--- src/rtl/wb_decode_nway.sv ---
// Wishbone N-slave address decoder: mask/match decode, cycle-locked grant, error responder.
// Define WB_DECODE_TIMEOUT_EN to enable the per-transfer response watchdog.
module wb_decode_nway #(
    parameter int unsigned SLAVES         = 4,
    parameter int unsigned DATA_WIDTH     = 32,
    parameter int unsigned ADDR_WIDTH     = 32,
    parameter logic [SLAVES*ADDR_WIDTH-1:0] MATCH_ADDR = '0,
    parameter logic [SLAVES*ADDR_WIDTH-1:0] MATCH_MASK = '0,
    parameter int unsigned TIMEOUT_CYCLES = 255,
    localparam int unsigned IDX_W = (SLAVES > 1) ? $clog2(SLAVES) : 1,
    localparam int unsigned SEL_W = DATA_WIDTH / 8
) (
    input  logic                         clk_i,
    input  logic                         rst_i,
    input  logic [ADDR_WIDTH-1:0]        m_adr_i,
    input  logic [DATA_WIDTH-1:0]        m_dat_i,
    input  logic [SEL_W-1:0]             m_sel_i,
    input  logic                         m_we_i,
    input  logic [2:0]                   m_cti_i,
    input  logic [1:0]                   m_bte_i,
    input  logic                         m_cyc_i,
    input  logic                         m_stb_i,
    output logic [DATA_WIDTH-1:0]        m_dat_o,
    output logic                         m_ack_o,
    output logic                         m_err_o,
    output logic                         m_rty_o,
    output logic [SLAVES*ADDR_WIDTH-1:0] s_adr_o,
    output logic [SLAVES*DATA_WIDTH-1:0] s_dat_o,
    output logic [SLAVES*SEL_W-1:0]      s_sel_o,
    output logic [SLAVES-1:0]            s_we_o,
    output logic [SLAVES*3-1:0]          s_cti_o,
    output logic [SLAVES*2-1:0]          s_bte_o,
    output logic [SLAVES-1:0]            s_cyc_o,
    output logic [SLAVES-1:0]            s_stb_o,
    input  logic [SLAVES*DATA_WIDTH-1:0] s_dat_i,
    input  logic [SLAVES-1:0]            s_ack_i,
    input  logic [SLAVES-1:0]            s_err_i,
    input  logic [SLAVES-1:0]            s_rty_i,
    output logic                         busy_o,
    output logic                         decode_err_o,
    output logic                         timeout_o,
    output logic [IDX_W-1:0]             err_idx_o
);

    typedef enum logic [1:0] {StIdle, StActive, StErr} state_t;
    typedef enum logic {KindDecode, KindTimeout} err_kind_t;

    state_t     state, state_next;
    err_kind_t  err_kind, err_kind_next;
    logic [IDX_W-1:0] sel_idx, sel_idx_next;
    logic [SLAVES-1:0] hit;
    logic [IDX_W-1:0]  win_idx;
    logic              hit_any;
    logic              req;
    logic              timeout_hit;
    logic              route_en;
    logic [IDX_W-1:0]  route_idx;

    assign s_adr_o = {SLAVES{m_adr_i}};
    assign s_dat_o = {SLAVES{m_dat_i}};
    assign s_sel_o = {SLAVES{m_sel_i}};
    assign s_we_o  = {SLAVES{m_we_i}};
    assign s_cti_o = {SLAVES{m_cti_i}};
    assign s_bte_o = {SLAVES{m_bte_i}};

    assign req = m_cyc_i & m_stb_i;

    always_comb begin
        hit = '0;
        for (int i = 0; i < int'(SLAVES); i++) begin
            hit[i] = (m_adr_i & MATCH_MASK[i*ADDR_WIDTH +: ADDR_WIDTH]) ==
                     (MATCH_ADDR[i*ADDR_WIDTH +: ADDR_WIDTH] &
                      MATCH_MASK[i*ADDR_WIDTH +: ADDR_WIDTH]);
        end
    end

    // Descending scan so the lowest matching index is the last one written.
    always_comb begin
        win_idx = '0;
        for (int i = int'(SLAVES) - 1; i >= 0; i--) begin
            if (hit[i]) win_idx = IDX_W'(i);
        end
    end

    assign hit_any = |hit;

`ifdef WB_DECODE_TIMEOUT_EN
    localparam int unsigned TO_W = $clog2(TIMEOUT_CYCLES + 1);
    localparam logic [TO_W-1:0] CNT_LIMIT = TO_W'(TIMEOUT_CYCLES - 1);

    logic [TO_W-1:0] cnt, cnt_next;
    logic            act_resp, win_resp;

    assign act_resp = s_ack_i[sel_idx] | s_err_i[sel_idx] | s_rty_i[sel_idx];
    assign win_resp = s_ack_i[win_idx] | s_err_i[win_idx] | s_rty_i[win_idx];
    // A response in the limit cycle wins over the watchdog.
    assign timeout_hit = (state == StActive) && m_cyc_i && !act_resp && (cnt == CNT_LIMIT);

    always_comb begin
        cnt_next = cnt;
        case (state)
            StIdle: begin
                if (req && hit_any) cnt_next = win_resp ? '0 : TO_W'(1);
            end
            StActive: begin
                if (act_resp) cnt_next = '0;
                else if (m_stb_i) cnt_next = cnt + 1'b1;
            end
            default: ;
        endcase
    end

    always_ff @(posedge clk_i or posedge rst_i) begin
        if (rst_i) begin
            cnt       <= '0;
            err_idx_o <= '0;
        end else begin
            cnt <= cnt_next;
            if (state == StErr && err_kind == KindTimeout) err_idx_o <= sel_idx;
        end
    end

    assign timeout_o = (state == StErr) && (err_kind == KindTimeout);
`else
    localparam int unsigned unused_timeout = TIMEOUT_CYCLES;

    assign timeout_hit = 1'b0;
    assign timeout_o   = 1'b0;
    assign err_idx_o   = '0;
`endif

    always_ff @(posedge clk_i or posedge rst_i) begin
        if (rst_i) begin
            state    <= StIdle;
            sel_idx  <= '0;
            err_kind <= KindDecode;
        end else begin
            state    <= state_next;
            sel_idx  <= sel_idx_next;
            err_kind <= err_kind_next;
        end
    end

    always_comb begin
        state_next    = state;
        sel_idx_next  = sel_idx;
        err_kind_next = err_kind;
        case (state)
            StIdle: begin
                if (req) begin
                    if (hit_any) begin
                        state_next   = StActive;
                        sel_idx_next = win_idx;
                    end else begin
                        state_next    = StErr;
                        err_kind_next = KindDecode;
                    end
                end
            end
            StActive: begin
                if (!m_cyc_i) begin
                    state_next = StIdle;
                end else if (timeout_hit) begin
                    state_next    = StErr;
                    err_kind_next = KindTimeout;
                end
            end
            StErr:   state_next = StIdle;
            default: state_next = StIdle;
        endcase
    end

    always_comb begin
        s_cyc_o   = '0;
        s_stb_o   = '0;
        m_ack_o   = 1'b0;
        m_err_o   = 1'b0;
        m_rty_o   = 1'b0;
        m_dat_o   = '0;
        route_en  = 1'b0;
        route_idx = sel_idx;
        case (state)
            StIdle: begin
                if (req && hit_any) begin
                    route_en          = 1'b1;
                    route_idx         = win_idx;
                    s_cyc_o[win_idx]  = 1'b1;
                    s_stb_o[win_idx]  = 1'b1;
                end
            end
            StActive: begin
                route_en         = 1'b1;
                s_cyc_o[sel_idx] = m_cyc_i;
                s_stb_o[sel_idx] = m_stb_i;
            end
            StErr:   m_err_o = 1'b1;
            default: ;
        endcase
        if (route_en) begin
            m_ack_o = s_ack_i[route_idx];
            m_err_o = s_err_i[route_idx];
            m_rty_o = s_rty_i[route_idx];
            m_dat_o = s_dat_i[route_idx*DATA_WIDTH +: DATA_WIDTH];
        end
        // Reset abandons any in-flight transfer without a response.
        if (rst_i) begin
            s_cyc_o = '0;
            s_stb_o = '0;
            m_ack_o = 1'b0;
            m_err_o = 1'b0;
            m_rty_o = 1'b0;
            m_dat_o = '0;
        end
    end

    assign busy_o       = (state != StIdle);
    assign decode_err_o = (state == StErr) && (err_kind == KindDecode);

endmodule

--- config.mk ---
export PLATFORM = sky130hd
export DESIGN_NAME = wb_decode_nway
export DESIGN_NICKNAME = d
export VERILOG_FILES = /design/src/rtl/wb_decode_nway.sv
export SDC_FILE = /design/constraint.sdc
export NUM_CORES = 1
export LEC_CHECK = 0
export ABC_CLOCK_PERIOD_IN_PS = 1700
export CAP_MARGIN = 20
export CORE_AREA = 2 2 219 221
export DETAILED_ROUTE_END_ITERATION = 7
export DIE_AREA = 0 0 221 223
export PLACE_DENSITY_LB_ADDON = 0.1
export SLEW_MARGIN = 20
export SYNTH_ARGS = -nofsm -noshare
export SYNTH_HDL_FRONTEND = slang
export SYNTH_SLANG_ARGS = --single-unit
--- constraint.sdc ---
create_clock -name clk_i -period 1.7 [get_ports clk_i]
set_input_delay 0.255 -clock clk_i [delete_from_list [all_inputs] [get_ports clk_i]]
set_output_delay 0.255 -clock clk_i [all_outputs]
set_load 0.01 [all_outputs]
==> summary.md <==
| Metric | Value |
|---|---|
| Outcome | `finished with violations` |
| Violated checks | `setup timing` |
| CTS buffer count | `3` |
| Overall Global Routing Usage | `under 10%` |
| Reg2Reg Launch Point | `state[0]` |
| Number of flops mapped to enable cells by yosys | `0` |
| Initial standard-cell utilization of the core | `8.856%` |
| Pins Over Slew Limit | `0` |
| Minimum clock period | `2.093 ns` |
| Leading register cell type out of synthesis | `dfrtp_1` |
| Worst endpoint required time | `~1.4 ns` |
| Root Driver | `clkbuf_16` |
| First-pass GRT wire length | `slightly below 30 mm` |
| Area leader, netlist | `buf_4` |
| Leakage power | `2.157 nW` |
| Tightest Hold Check Type | `in -> async` |
| Placement Rows | `80` |
| Flip-flop and latch count after synthesis | `3` |
| Largest vdd supply drop | `0.1375 mV` |
| Vertical extent of the die | `~220 um` |
| Count of vias placed by the detailed router | `3,770` |
| Final std cells w/o fill | `1,160` |
| Share of synthesized area occupied by flip-flops and latches | `1.798%` |
| Combined area of all synthesized cells | `4175 um^2` |
| Vias in the first global route | `4,137` |
| Worst Path Class, Setup | `reg -> out` |
| HPWL after detailed placement | `approximately 14 mm` |
| Number of buffers and inverters on the critical path | `4` |
| Number of buffers added on ports | `187` |
| Startpoint kind of the worst setup timing path | `register` |
| Critical Path Slowest Stage Cell | `dfrtp_1` |
| Series of cell instances along the critical path | `nand3b_4 > buf_12 > buf_12 > buf_16 > a21o_1 > a21oi_2 > o211ai_1 > buf_2` |
| Synth top area share | `54.12%` |
| Area enclosed by the die boundary | `49,280 um^2` |
| Maximum number of pins on one net before global-route repair | `43` |
| Summed negative setup slack over all endpoints | `-12.18 ns` |
| Capturing element type of the critical path | `output pin` |
| CTS Hold Buffers Added | `0` |
| Crit path arrival time | `1.84 ns` |
| Congestion Overflow GR | `0` |
| Proportion of synthesized flip-flops having asynchronous set or reset | `100.0%` |
| CP max stage delay | `0.40 ns` |
| Post-route setup slack | `-0.3928 ns` |
| Area of the core region | `47,150 um^2` |
| Number of endpoints with negative hold slack in the final report | `0` |
| Initial antenna violation count | `1` |
| Total power divided by cell area | `~250 nW/um^2` |
| Fraction of the cycle the final worst path needs | `123.1%` |
| Number of buffers on the longest clock path | `2` |
| Setup repair after global routing missed its margin | `yes` |
| Iteration-0 DRC Markers | `165` |
| Most frequently used cell type in the post-synthesis netlist | `buf_4` |
| CTS tree | `built` |
| Clk Latency, worst-skew pair | `0.23 ns` |
| CTS Sinks | `3` |
| # setup viols final | `37` |
| DRC violation count after routing | `0` |
| Placer Congestion | `roughly 0.68` |
| Crit-path leading delay family | `buffers and inverters` |
| Number of max-cap violations | `0` |
| Leading cell types by count after synthesis | `buf_4, nor2_1, nand3_1` |
| Cell variety after synth | `28` |
| Critical path fanouts, max | `5` |
| Worst Setup SP | `state[0]` |
| Count of nets left with antenna violations after detail routing | `0` |
| Final-layout fill cell count | `5,438` |
| Die boundary width | `221 um` |
| Avg Inst Size Synth | `6.811 um^2` |
| CTS HTree Levels | `1` |
| Timing-limited maximum frequency | `477.8 MHz` |
| Main area contributors after synthesis | `buf_4, a21o_1, o211ai_1, nand4_1, nand3_1` |
| Nets@finish | `763` |
| Routed WL per cell | `19.40 um` |
| Area overhead of the layout relative to synthesis | `32.39%` |
| Cells after synthesis | `613` |
| Share of cells above drive strength 1 | `30.88%` |
| Most Frequent Cell on Critical Path | `buf_12` |
| Setup Skew | `0.004303 ns` |
| Synth Warn # | `0` |
| Cells after DPL | `1,109` |
| Clock slew seen by the registers of the worst setup and hold paths | `0.03 ns` |
| Setup Slack @ Placement | `-1.023 ns` |
| Number of search-and-repair iterations in the first detailed-routing pass | `4` |
| Routed via count divided by cell count | `3.250` |
| Ports placed on the boundary | `between 500 and 600` |
| Detailed Route WL | `22.50 mm` |
-- path summary, 6_finish.rpt --
kind | cells past startpoint | endpoint | slack, ns
hold reg to reg | 2 | sel_idx[0] | 0.83
max in group asynchronous | 3 | sel_idx[1] | 1.28
setup / recovery | 8 | m_dat_o[13] | -0.39
min in group clk_i | 0 | s_dat_o[127] | 0.51
setup reg to reg | 7 | sel_idx[1] | 0.34
hold / removal | 3 | state[0] | 0.30
-- area by class of cell --
type,instances,area [um^2],area share (%)
Antenna cell,1,2.502,0.04527
Clock buffer,4,78.83,1.426
Inverter,2,7.507,0.1358
Multi-Input combinational cell,273,1752,31.69
Sequential cell,3,77.57,1.403
Tap cell,615,769.5,13.92
Timing Repair Buffer,262,2840,51.38
-- layout by cell type, fill, tap and decap left out, types with 3 or more instances in the layout --
cell type and n:
conb_1 4, o21ai_0 34, a21oi_1 17, nand2_1 3, clkbuf_16 8, nand4_1 35
nor2_2 14, buf_16 7, a21oi_2 19, buf_12 21, nor2_4 4, nand3_1 37
nor2_1 21, clkdlybuf4s50_1 140, o211ai_2 3, buf_6 11, dlygate4sd2_1 4, bufbuf_16 3
a21o_1 35, buf_2 39, o211ai_1 32, buf_4 27
-- report_power, final --
group | total, W | switching (W) | internal (W) | leakage (nW)
combinational | 0.000949 | 0.000374 | 0.000576 | 2.08
clock | 0.000379 | 0.0000688 | 0.000310 | 0.0382
sequential | 0.0000753 | 0.00000177 | 0.0000735 | 0.0371
-- metrics by stage --
step           util [%]  cell area, um^2  hold slack, ns  power [W]
6_report          11.73             5528          0.3012   0.001403
5_1_grt           11.72             5525          0.3475   0.001493
4_1_cts           11.17             5266          0.3068   0.001419
3_5_place_dp      9.976             4703          0.5102  0.0009367
3_3_place_gp      9.976             4703          0.5102  0.0009377
2_1_floorplan         -             4187         0.04776   0.001075
-- worst min-delay path, stage by stage --
cell           delay [ns]
dlygate4sd2_1        0.29
inv_1                0.14
buf_4                0.16
-- state kept, by name, summed over array words and instances (netlist names) --
| name | cells |
|---|---|
| sel_idx | 2 |
| state | 1 |
-- routing by layer --
metal  up-vias  share of wire [%]  GRT usage [%]
met4         0                4.7          3.767
met2       297                 47          13.50
met1      1710                 39          9.188
met3        97                9.3          2.911
met5         -                  0         0.3910
li1       1666                  -              -
-- kinds of logic after synthesis --
family	Yosys count	share of synthesized area, %
flip-flops	3	1.798
AO/OA/AOI/OAI	145	22.57
AND/OR/NAND/NOR	124	15.46
buffers and inverters	340	60.08
other	1	0.08981
-- repair_timing --
action                     in CTS  in global routing
gates cloned                    9                  7
setup endpoints to repair      43                 40
buffers inserted               31                  3
gates resized for setup       198                 42
pin swaps                      55                 25
No activity file was read; power rests on OpenSTA's default activity.
